$ cat src/rtl/ft245_sync_responder_if.sv
// FT245-style synchronous FIFO bus between the FPGA-side bridge (master)
// and the device-end responder (slave).
interface ft245_sync_responder_if;
  logic       ftdi_rxfn;
  logic       ftdi_txen;
  logic       ftdi_rdn;
  logic       ftdi_wrn;
  logic       ftdi_oen;
  logic [7:0] ftdi_data_i;
  logic [7:0] ftdi_data_o;
  logic       ftdi_data_oe;

  modport master (
    input  ftdi_rxfn,
    input  ftdi_txen,
    input  ftdi_data_o,
    input  ftdi_data_oe,
    output ftdi_rdn,
    output ftdi_wrn,
    output ftdi_oen,
    output ftdi_data_i
  );

  modport slave (
    output ftdi_rxfn,
    output ftdi_txen,
    output ftdi_data_o,
    output ftdi_data_oe,
    input  ftdi_rdn,
    input  ftdi_wrn,
    input  ftdi_oen,
    input  ftdi_data_i
  );
endinterface

$ cat src/rtl/ft245_sync_responder.sv
// Device-end model of the FT245 synchronous FIFO bus: an RX FIFO loaded by the
// host and read by the bus master, a TX FIFO written by the bus master and drained by the host.
module ft245_sync_responder #(
  parameter int DEPTH_LOG2 = 4
) (
  input  logic                  clk,
  input  logic                  reset_n,
  ft245_sync_responder_if.slave bus,
  input  logic                  host_wr_en,
  input  logic [7:0]            host_wr_data,
  output logic                  host_full,
  input  logic                  host_rd_en,
  output logic [7:0]            host_rd_data,
  output logic                  host_empty,
  output logic [DEPTH_LOG2:0]   rx_count,
  output logic [DEPTH_LOG2:0]   tx_count,
  output logic [3:0]            err_o,
  input  logic                  clr_err_i
);

  localparam int                  DEPTH    = 1 << DEPTH_LOG2;
  localparam logic [DEPTH_LOG2:0] FULL_CNT = (DEPTH_LOG2+1)'(DEPTH);
  localparam logic [DEPTH_LOG2:0] CNT_ONE  = (DEPTH_LOG2+1)'(1);
  localparam logic [DEPTH_LOG2-1:0] PTR_ONE = DEPTH_LOG2'(1);

  logic [7:0]            rx_mem [DEPTH];
  logic [7:0]            tx_mem [DEPTH];
  logic [DEPTH_LOG2-1:0] rx_wr_ptr, rx_rd_ptr;
  logic [DEPTH_LOG2-1:0] tx_wr_ptr, tx_rd_ptr;

  logic oe_q;
  logic rxfn_q;
  logic txen_q;

  logic rd_req, wr_req;
  logic rx_empty, rx_full, tx_empty, tx_full;
  logic rx_push, rx_pop, tx_push, tx_pop;
  logic [3:0] err_evt;

  always_comb begin
    rd_req   = ~bus.ftdi_rdn;
    wr_req   = ~bus.ftdi_wrn;
    rx_empty = (rx_count == '0);
    rx_full  = (rx_count == FULL_CNT);
    tx_empty = (tx_count == '0);
    tx_full  = (tx_count == FULL_CNT);

    // Fullness is judged on the pre-edge count, so a push is refused when full
    // even if a pop frees a slot on the same edge.
    rx_push = reset_n & host_wr_en & ~rx_full;
    rx_pop  = reset_n & rd_req & oe_q & ~rx_empty;
    tx_push = reset_n & wr_req & ~oe_q & ~tx_full;
    tx_pop  = reset_n & host_rd_en & ~tx_empty;

    err_evt = {wr_req & oe_q,
               host_wr_en & rx_full,
               wr_req & ~oe_q & tx_full,
               rd_req & oe_q & rx_empty};
  end

  // Storage carries no reset; pointers alone define validity.
  always_ff @(posedge clk) begin
    if (rx_push) rx_mem[rx_wr_ptr] <= host_wr_data;
    if (tx_push) tx_mem[tx_wr_ptr] <= bus.ftdi_data_i;
  end

  always_ff @(posedge clk) begin
    if (!reset_n) begin
      rx_wr_ptr <= '0;
      rx_rd_ptr <= '0;
      rx_count  <= '0;
    end else begin
      if (rx_push) rx_wr_ptr <= rx_wr_ptr + PTR_ONE;
      if (rx_pop)  rx_rd_ptr <= rx_rd_ptr + PTR_ONE;
      case ({rx_push, rx_pop})
        2'b10:   rx_count <= rx_count + CNT_ONE;
        2'b01:   rx_count <= rx_count - CNT_ONE;
        default: rx_count <= rx_count;
      endcase
    end
  end

  always_ff @(posedge clk) begin
    if (!reset_n) begin
      tx_wr_ptr <= '0;
      tx_rd_ptr <= '0;
      tx_count  <= '0;
    end else begin
      if (tx_push) tx_wr_ptr <= tx_wr_ptr + PTR_ONE;
      if (tx_pop)  tx_rd_ptr <= tx_rd_ptr + PTR_ONE;
      case ({tx_push, tx_pop})
        2'b10:   tx_count <= tx_count + CNT_ONE;
        2'b01:   tx_count <= tx_count - CNT_ONE;
        default: tx_count <= tx_count;
      endcase
    end
  end

  // Status flags lag the counts by one cycle, like the real device.
  always_ff @(posedge clk) begin
    if (!reset_n) begin
      oe_q   <= 1'b0;
      rxfn_q <= 1'b1;
      txen_q <= 1'b0;
      err_o  <= '0;
    end else begin
      oe_q   <= ~bus.ftdi_oen;
      rxfn_q <= rx_empty;
      txen_q <= tx_full;
      err_o  <= (clr_err_i ? 4'b0000 : err_o) | err_evt;
    end
  end

  assign bus.ftdi_data_oe = oe_q;
  assign bus.ftdi_data_o  = rx_mem[rx_rd_ptr];
  assign bus.ftdi_rxfn    = rxfn_q;
  assign bus.ftdi_txen    = txen_q;

  assign host_full    = rx_full;
  assign host_empty   = tx_empty;
  assign host_rd_data = tx_mem[tx_rd_ptr];

endmodule

$ cat src/flat_wrapper.sv
// flat-port wrapper written by rule: the top's interface ports become plain ports
module ft245_sync_responder_flat 
#(
  parameter int DEPTH_LOG2 = 4
)
  (clk, reset_n, host_wr_en, host_wr_data, host_full, host_rd_en, host_rd_data, host_empty, rx_count, tx_count, err_o, clr_err_i, bus_ftdi_rxfn, bus_ftdi_txen, bus_ftdi_data_o, bus_ftdi_data_oe, bus_ftdi_rdn, bus_ftdi_wrn, bus_ftdi_oen, bus_ftdi_data_i);
  ft245_sync_responder_if bus_i ();
  input  logic clk;
  input  logic reset_n;
  input  logic host_wr_en;
  input  logic [7:0] host_wr_data;
  output logic host_full;
  input  logic host_rd_en;
  output logic [7:0] host_rd_data;
  output logic host_empty;
  output logic [DEPTH_LOG2:0] rx_count;
  output logic [DEPTH_LOG2:0] tx_count;
  output logic [3:0] err_o;
  input  logic clr_err_i;
  output wire logic [$bits(bus_i.ftdi_rxfn)-1:0] bus_ftdi_rxfn;
  output wire logic [$bits(bus_i.ftdi_txen)-1:0] bus_ftdi_txen;
  output wire logic [$bits(bus_i.ftdi_data_o)-1:0] bus_ftdi_data_o;
  output wire logic [$bits(bus_i.ftdi_data_oe)-1:0] bus_ftdi_data_oe;
  input wire logic [$bits(bus_i.ftdi_rdn)-1:0] bus_ftdi_rdn;
  input wire logic [$bits(bus_i.ftdi_wrn)-1:0] bus_ftdi_wrn;
  input wire logic [$bits(bus_i.ftdi_oen)-1:0] bus_ftdi_oen;
  input wire logic [$bits(bus_i.ftdi_data_i)-1:0] bus_ftdi_data_i;
  assign bus_ftdi_rxfn = bus_i.ftdi_rxfn;
  assign bus_ftdi_txen = bus_i.ftdi_txen;
  assign bus_ftdi_data_o = bus_i.ftdi_data_o;
  assign bus_ftdi_data_oe = bus_i.ftdi_data_oe;
  assign bus_i.ftdi_rdn = bus_ftdi_rdn;
  assign bus_i.ftdi_wrn = bus_ftdi_wrn;
  assign bus_i.ftdi_oen = bus_ftdi_oen;
  assign bus_i.ftdi_data_i = bus_ftdi_data_i;
  ft245_sync_responder #(.DEPTH_LOG2(DEPTH_LOG2)) u_core (.clk(clk), .reset_n(reset_n), .bus(bus_i), .host_wr_en(host_wr_en), .host_wr_data(host_wr_data), .host_full(host_full), .host_rd_en(host_rd_en), .host_rd_data(host_rd_data), .host_empty(host_empty), .rx_count(rx_count), .tx_count(tx_count), .err_o(err_o), .clr_err_i(clr_err_i));
endmodule
$ cat config.mk
export PLATFORM = sky130hd
export DESIGN_NAME = ft245_sync_responder_flat
export DESIGN_NICKNAME = d
export VERILOG_FILES = /design/src/rtl/ft245_sync_responder_if.sv /design/src/rtl/ft245_sync_responder.sv /design/src/flat_wrapper.sv
export SDC_FILE = /design/constraint.sdc
export NUM_CORES = 1
export LEC_CHECK = 0
export CAP_MARGIN = 20
export CORE_MARGIN = 4
export CORE_UTILIZATION = 56
export CTS_BUF_LIST = sky130_fd_sc_hd__clkbuf_4 sky130_fd_sc_hd__clkbuf_8 sky130_fd_sc_hd__clkbuf_16
export CTS_CLUSTER_SIZE = 30
export DETAILED_ROUTE_END_ITERATION = 16
export PLACE_DENSITY = 0.75
export SLEW_MARGIN = 40
export SYNTH_ARGS = -nofsm -noshare
export SYNTH_HDL_FRONTEND = slang
export SYNTH_SLANG_ARGS = --single-unit
$ cat constraint.sdc
create_clock -name clk -period 4 [get_ports clk]
set_input_delay 1 -clock clk [delete_from_list [all_inputs] [get_ports clk]]
set_output_delay 1 -clock clk [all_outputs]
set_load 0.02 [all_outputs]
After elaboration in Yosys (flattened, before gate mapping):

Memories as Yosys holds them, arrays and structs flattened. A register that Yosys moved wholly into a read port is not among the register bits.
Cells that the tools add are included.

* add/subtract/negate cells: 8
* equality and inequality tests: 6
* muxes and demuxes: 11
* bitwise operators: 25
* reduce and logical (&&, ||, !) cells: 4

Operators with widths (number)
* $mux W4: 5
* $pmux W5 S2: 2
* $add A4 B1 Y4 const B: 4
* $and A1 B1 Y1: 16
* $add A5 B1 Y5 const B: 2
* $eq A5 B5 Y1 const B: 2
* $logic_not A5 Y1: 2
* $sub A5 B1 Y5 const B: 2
* $not A1 Y1: 8
* $eq A2 B1 Y1 const B: 2
* $eq A2 B2 Y1 const B: 2
* $mux W1: 4
* $or A4 B4 Y4: 1
* $reduce_bool A2 Y1: 2

* bits in registers: 33
* bits in writable memories: 256
* bits of input ports: 24
* output and inout port bits: 35
* word-level logic and storage cells: 66
* memories kept: 2

Memories
* u_core.rx_mem: words 16, bits a word 8, rd ports 1, clocked after Yosys merged registers in 1, wr ports 1, line ft245_sync_responder.sv:26 `logic [7:0] rx_mem [DEPTH];`
* u_core.tx_mem: words 16, bits a word 8, rd ports 1, clocked after Yosys merged registers in 1, wr ports 1, line ft245_sync_responder.sv:27 `logic [7:0] tx_mem [DEPTH];`

Depth between registers and ports, before layout:

Gate-level depths: netlist of the first run.

* depth in word-level cells: 6
* gate-level depth with buffers: 14
* mapped depth without buffers: 12

Worst setup path after synthesis of the first run:

Ideal clock, no wire load.

* path type: in2reg
* from: in reset_n
* to: reg u_core.rx_count[4]
* library setup time: 0.128 ns
* arrival: 3.206 ns
* data required time: 3.872 ns
* path slack: 0.667 ns
* stages on the path: 11
* path buffers: 2
* path through: buf_2 -> nand3b_1 -> a21oi_1 -> ha_1 -> clkbuf_1 -> xor2_1 -> ha_1 -> or4_1 -> o2111ai_1 -> xnor2_1 -> nor2_1

* longest elaborated chain between the ends: 5
* elaborated cells between the ends (all ways): 9
* classes of those cells: eq/ne: 2; mux: 1; bitwise: 5; reduce/logical: 1

Ends and longest elaborated chain
* from (decl): line flat_wrapper.sv:9 `input logic reset_n;`
* $and A1 B1 Y1 (*) (3 in a row): line ft245_sync_responder.sv:51 `rx_pop = reset_n & rd_req & oe_q & ~rx_empty;`
* named net u_core.rx_pop: line ft245_sync_responder.sv:37 `logic rx_push, rx_pop, tx_push, tx_pop;`
* $eq A2 B1 Y1 or $eq A2 B2 Y1 (tied branches): line ft245_sync_responder.sv:75 `case ({rx_push, rx_pop})`
* $pmux W5 S2 or $reduce_bool A2 Y1 (tied branches)
* to (signal assigned): line ft245_sync_responder.sv:76 `2'b10: rx_count <= rx_count + CNT_ONE;`
* to (signal assigned): line ft245_sync_responder.sv:77 `2'b01: rx_count <= rx_count - CNT_ONE;`
* to (signal assigned): line ft245_sync_responder.sv:78 `default: rx_count <= rx_count;`
* to (decl): line ft245_sync_responder.sv:15 `output logic [DEPTH_LOG2:0] rx_count,`

Mark *: on every way through the listed nets, which the timed path passes. The rest lies on a longest branch.
A chain may end at the register's enable or synchronous reset.

==> results of run 1 <==
-- worst register-to-register path, cell delays in order (launching register included) --
cell       delay, ns
dfxtp_1         0.54
nor4_4          0.13
a2111oi_4       0.38
inv_1           0.08
ha_1            0.27
buf_4           0.18
xor2_1          0.14
ha_1            0.22
a31oi_1         0.17
a21oi_1         0.11
o31a_1          0.30
o21a_1          0.18
-- placed cells by master (no fill, tap or decap), types with 13 or more instances in the layout --
cell	netlist	layout
a21oi_1	13	13
mux4_2	80	80
xor2_1	13	13
nand2_1	19	19
ha_1	16	16
clkbuf_16	0	30
edfxtp_1	256	256
dfxtp_1	41	39
nor2_1	61	61
clkdlybuf4s50_1	0	58
buf_4	0	34
-- cell type report --
cell class	count	area, sq um
Clock inverter	19	135.1
Clock buffer	37	822.0
Fill cell	1332	6609
Inverter	11	41.29
Multi-Input combinational cell	281	3075
Sequential cell	297	8513
Tap cell	270	337.8
Timing Repair Buffer	95	895.9
-- synth_stat cells (2+ instances only) --
cell type,number
xor2_1,13
a21oi_1,13
nand4_1,6
nand3_1,4
nor3_1,11
a22oi_1,2
edfxtp_1,256
a211oi_1,2
xnor2_1,6
buf_2,8
inv_1,10
nand2b_1,4
and3_1,2
mux2i_1,5
mux4_2,80
clkbuf_1,15
o21ai_0,7
nand3b_1,2
nand2_1,19
nor3b_1,2
or3_1,2
nor2_1,61
and2_1,2
ha_1,16
dfxtp_1,41
buf_1,8
-- layer usage --
| layer | track usage | wire length, um | vias up |
|---|---|---|---|
| met4 | 0.04540 | 475 | 0 |
| met5 | 0 | 0 | - |
| met2 | 0.3648 | 12580 | 159 |
| li1 | - | - | 2669 |
| met3 | 0.02347 | 1065 | 36 |
| met1 | 0.2665 | 9163 | 3103 |
-- final timing paths --
check	depth (start not counted)	to	from
setup / recovery	4	host_rd_data[7]	register
hold / removal	2	u_core.err_o[1]	u_core.err_o[1]
setup reg to reg	11	u_core.tx_count[4]	u_core.tx_count[1]
hold reg to reg	2	u_core.err_o[1]	u_core.err_o[1]
-- registers in the layout (all words and copies together), names as in the netlist, named ones only --
name                     cells
u_core.rx_mem              128
u_core.tx_mem              128
u_core.rx_count              5
u_core.tx_count              5
u_core.err_o                 4
u_core.rx_rd_ptr             4
u_core.rx_wr_ptr             4
u_core.tx_rd_ptr             4
u_core.tx_wr_ptr             4
u_core.bus.ftdi_data_oe      1
u_core.bus.ftdi_rxfn         1
u_core.bus.ftdi_txen         1
-- stage by stage --
step	worst slack [ns]	util	hold WS (ns)	area, sq um
after global placement	0.4777	0.6295	0.4731	12860
after detailed placement	0.3787	0.6295	0.4921	12860
after CTS	0.1057	0.6765	0.5057	13820
after global routing	0.06849	0.6765	0.5363	13820
after floorplan	0.6668	-	0.4696	11760
final	0.1488	0.6765	0.4975	13820
-- cells by family (layout without fill, tap and decap cells) --
family,count (synthesis),in the layout,synth area share
multiplexers,85,85,0.1574
buffers and inverters,43,162,0.01521
XOR/XNOR,19,19,0.01415
adder cells (fa/ha/maj),16,16,0.01702
AND/OR/NAND/NOR,125,125,0.05138
AO/OA/AOI/OAI,36,36,0.02149
flip-flops,297,297,0.7233
-- power by group through the flow --
stage / logic [mW] / clock network [mW] / registers (mW)
CTS: 0.431 / 2.70 / 3.43
floorplan: 0.249 / 0 / 3.48
finish: 0.426 / 2.64 / 3.43
global placement: 0.418 / 0 / 3.49
detailed placement: 0.429 / 0 / 3.49
global route: 0.459 / 2.84 / 3.43
-- timing repair --
item / CTS / global route
buffers inserted: 0 / 0
setup endpoints to repair: 2 / 0
resized for setup: 1 / 0
==> impl_metrics.csv, run 1 <==
group,metric,value,unit
routing,vias,5967,
worst_setup_path,path_buf_inv,2,
final_layout,syn_to_final_growth,17.50,%
final_layout,diodes,0,
global_route,antenna_found_initial,0,
worst_setup_path,r2r_slack,1.18,ns
clock_network,cts_tree,"built",
power,switching_power,1.368,mW
timing,relSlewSlack,0.4654,
synthesis,synth_top_area_frac,0.6535,
timing,hold_viol_final,0,
synthesis,synth_cell_types,50,
power,clock_power_share,0.407,
floorplan,initial_core_util,0.5758,
floorplan,die_w,152.9,um
power,p_per_area,470.1,nW/um^2
routing,drt-total-wl,23280,um
worst_setup_path,arrival,2.85,ns
final_layout,drive_gt1_frac,0.2405,
placement,dp.final_hpwl,14880,um
timing,period_needed,3.851,ns
synthesis,syn_area_per_cell,18.94,sq um
clock_network,cts_sinks,297,
clock_network,h-tree-depth,1,
timing,rsz0062_at_grt,"no",
run,cap_violations,0,
floorplan,ios,59,
final_layout,num-nets-final,756,
outcome,outcome,"finished, final reports clean",
worst_setup_path,critPathLaunchType,"register",
routing,firstDrtPassIters,5,
routing,ant_nets,0,
global_route,grt_pass1_wl,36710,um
timing,max_freq,0.2597,GHz
synthesis,async_flop_share,0,
min_path,min_path_type,"reg2reg",
global_route,grt_pass1_vias,6179,
placement,port_buffers,58,
synthesis,synth_nets,661,
floorplan,rows,52,
worst_setup_path,worstSetupPathType,"reg2out",
placement,dp_cells,954,
routing,drc,0,
timing,tightest_slew,0.7990,ns
worst_setup_path,cpLargestDelayFamily,"multiplexers",
synthesis,ys_seq_elements,297,
clock_network,insertion_delay,0.55,ns
final_layout,fin_cells,1010,
clock_network,cts_root_buffer,"clkbuf_16",
global_route,grt_max_degree,37,
worst_setup_path,slowest_stage,"clkdlybuf4s50_1",
power,power_frac_comb,0.066,
synthesis,synth.largest_area_cell,"edfxtp_1",
synthesis,synth_cells,621,
synthesis,synth-edff-count,256,
power,finalPower,6.497,mW
worst_setup_path,end_kind,"output pin",
routing,wl_per_cell,23.05,um
synthesis,ys_warn_count,0,
timing,finalSetupViolations,0,
placement,place_congestion,0.7753,
floorplan,die-area,23390,sq um
timing,final_max_slew_viol_count,0,
worst_setup_path,cp.required,3.00,ns
power,p_sw_frac,0.2105,
worst_setup_path,max_stage_delay,0.56,ns
clock_network,ctsHoldBuffers,0,
global_route,track_usage,0.2018,
worst_setup_path,cp_max_fo,13,
routing,avgViaCountPerCell,5.908,
timing,fin_crit_sh,0.9628,
floorplan,die_h,152.9,um
power,power.leakage,4.470,nW
synthesis,syn_area,11760,sq um
power,p_int,5.129,mW
timing,fin_tns_setup,0,ns
timing,fin_skew,0.01756,ns
power,peakVddDrop,0.0004419,V
global_route,overflow,0,
power,seq_power_share,0.527,
worst_setup_path,crit_top_cell,"mux4_2",
synthesis,synthFlopType,"edfxtp_1",
routing,first_iter_violations,477,
synthesis,netlist_top_cells_area,"edfxtp_1, mux4_2, dfxtp_1, nor2_1, ha_1",
floorplan,core_area,20430,sq um
synthesis,synth-seq-area-share,0.7233,
clock_network,path_clk_slew,0.06,ns
clock_network,numCtsBuffers,30,
clock_network,clk_path_buf_depth,3,
worst_setup_path,crit_chain,"buf_12 > mux4_2 > mux4_2 > clkdlybuf4s50_1",
(Power assumes the default switching activity.)
==> inputs of run 2 (changes only) <==
Settings changed: CTS_CLUSTER_SIZE 30 to 25.
==> impl_metrics.csv, run 2 (same netlist as run 1, synthesis figures left out) <==
group,metric,value,unit
final_layout,syn_to_final_growth,17.68,%
placement,port_buffers,58,
routing,drt-total-wl,23730,um
min_path,hold_end,"u_core.err_o[1]",
worst_setup_path,end_kind,"output pin",
timing,fin_skew,0.02043,ns
worst_setup_path,rr_startpoint,"u_core.tx_count[1]",
power,seq_power_share,0.523,
routing,drc,0,
timing,max_freq,0.2605,GHz
timing,final_max_slew_viol_count,0,
worst_setup_path,r2r_slack,1.18,ns
final_layout,mostFrequentLayoutCell,"edfxtp_1",
floorplan,die-area,23390,sq um
floorplan,die_w,152.9,um
timing,timing.final.ws_setup,0.1606,ns
placement,place_area,12860,sq um
min_path,hold_path_depth,2,
timing,fin_crit_sh,0.9599,
worst_setup_path,cpLargestDelayFamily,"multiplexers",
run,cap_violations,0,
routing,ant_nets,0,
floorplan,rows,52,
final_layout,regArea,8513,sq um
worst_setup_path,arrival,2.84,ns
power,p_int,5.184,mW
global_route,grt_pass1_vias,6266,
timing,hold_viol_final,0,
floorplan,ios,59,
worst_setup_path,ff2ff_path_depth,11,
worst_setup_path,max_stage_delay,0.57,ns
worst_setup_path,cp_max_fo,13,
floorplan,die_h,152.9,um
clock_network,ctsHoldBuffers,0,
final_layout,num-nets-final,756,
routing,vias,5991,
min_path,min_path_type,"reg2reg",
final_layout,largest_registers,"u_core.rx_mem: 128 flops, u_core.tx_mem: 128 flops",
outcome,outcome,"finished, final reports clean",
power,power_frac_comb,0.065,
power,power.leakage,4.479,nW
final_layout,nFillCells,1331,
timing,relSlewSlack,0.4738,
global_route,track_usage,0.2067,
floorplan,core_area,20430,sq um
worst_setup_path,worstSetupPathType,"reg2out",
timing,period_needed,3.839,ns
worst_setup_path,crit_chain,"buf_12 > mux4_2 > mux4_2 > clkdlybuf4s50_1",
routing,avgViaCountPerCell,5.932,
placement,place_ws,0.3787,ns
final_layout,drive_gt1_frac,0.2419,
worst_setup_path,path_buf_inv,2,
routing,first_iter_violations,413,
global_route,grt_max_degree,37,
worst_setup_path,r2r-end,"u_core.tx_count[4]",
clock_network,h-tree-depth,1,
placement,dp.final_hpwl,14880,um
worst_setup_path,slowest_stage,"clkdlybuf4s50_1",
clock_network,cts_root_buffer,"clkbuf_16",
final_layout,layout_common_cells,"edfxtp_1, mux4_2, nor2_1, clkdlybuf4s50_1, dfxtp_1",
power,clock_power_share,0.412,
worst_setup_path,crit_top_cell,"mux4_2",
placement,place_congestion,0.7753,
worst_setup_path,critPathLaunchType,"register",
clock_network,numCtsBuffers,30,
clock_network,clk_path_buf_depth,3,
power,p_sw_frac,0.2087,
clock_network,ctsResizeCount,1,
timing,fin_tns_setup,0,ns
final_layout,design_area,13840,sq um
global_route,overflow,0,
power,peakVddDrop,0.0003752,V
final_layout,multi_input_area,3078,sq um
power,finalPower,6.551,mW
power,switching_power,1.367,mW
routing,wl_per_cell,23.49,um
timing,finalSetupViolations,0,
clock_network,cts_tree,"built",
min_path,hp-start,"u_core.err_o[1]",
global_route,grt_pass1_wl,37490,um
clock_network,cts_setup_buffers,0,
clock_network,insertion_delay,0.55,ns
timing,tightest_slew,0.7864,ns
global_route,antenna_found_initial,0,
power,p_per_area,473.2,nW/um^2
worst_setup_path,cp.required,3.00,ns
clock_network,path_clk_slew,0.06,ns
floorplan,initial_core_util,0.5758,
timing,rsz0062_at_grt,"no",
routing,firstDrtPassIters,5,
clock_network,cts_sinks,297,
final_layout,diodes,0,
run 2: area by class of cell:
class / count / share of cell area
clock buffer: 36 / 0.05884
clock inverter: 20 / 0.01166
inverter: 11 / 0.002983
multi-input combinational: 281 / 0.2224
sequential: 297 / 0.6150
tap: 270 / 0.02441
timing repair buffer: 95 / 0.06472
run 2: tightest hold or removal path, stage by stage (launching register included):
cell and delay (ns):
dfxtp_1 0.33, a32oi_1 0.06, nor2_1 0.08
run 2: power groups by stage:
| stage | logic [mW] | registers [mW] | clock network, mW |
|---|---|---|---|
| 2_1_floorplan | 0.249 | 3.48 | 0 |
| 3_3_place_gp | 0.418 | 3.49 | 0 |
| 3_5_place_dp | 0.429 | 3.49 | 0 |
| 4_1_cts | 0.432 | 3.43 | 2.75 |
| 5_1_grt | 0.461 | 3.43 | 2.90 |
| 6_report | 0.426 | 3.43 | 2.70 |
run 2: metal layers:
layer	vias up	wire, um	share of wire	global-route usage
li1	2669	-	-	-
met1	3110	9273	0.39	0.2711
met2	179	12930	0.55	0.3762
met3	33	1088	0.046	0.02403
met4	0	432	0.018	0.04540
met5	-	0	0	0
run 2: worst max-delay path by stage:
stage,start,to,cells after the start
floorplan,reset_n,u_core.rx_count[4],11
global placement,reset_n,u_core.tx_count[4],10
detailed placement,reset_n,u_core.tx_count[4],12
CTS,register,host_rd_data[7],4
global route,register,host_rd_data[7],4
finish,register,host_rd_data[2],4
run 2: stage by stage:
step | std cells | hold WS, ns | util
2_1_floorplan | 621 | 0.4696 | -
3_3_place_gp | 954 | 0.4731 | 0.6295
3_5_place_dp | 954 | 0.4921 | 0.6295
4_1_cts | 1010 | 0.5057 | 0.6774
5_1_grt | 1010 | 0.5379 | 0.6775
6_report | 1010 | 0.4990 | 0.6775
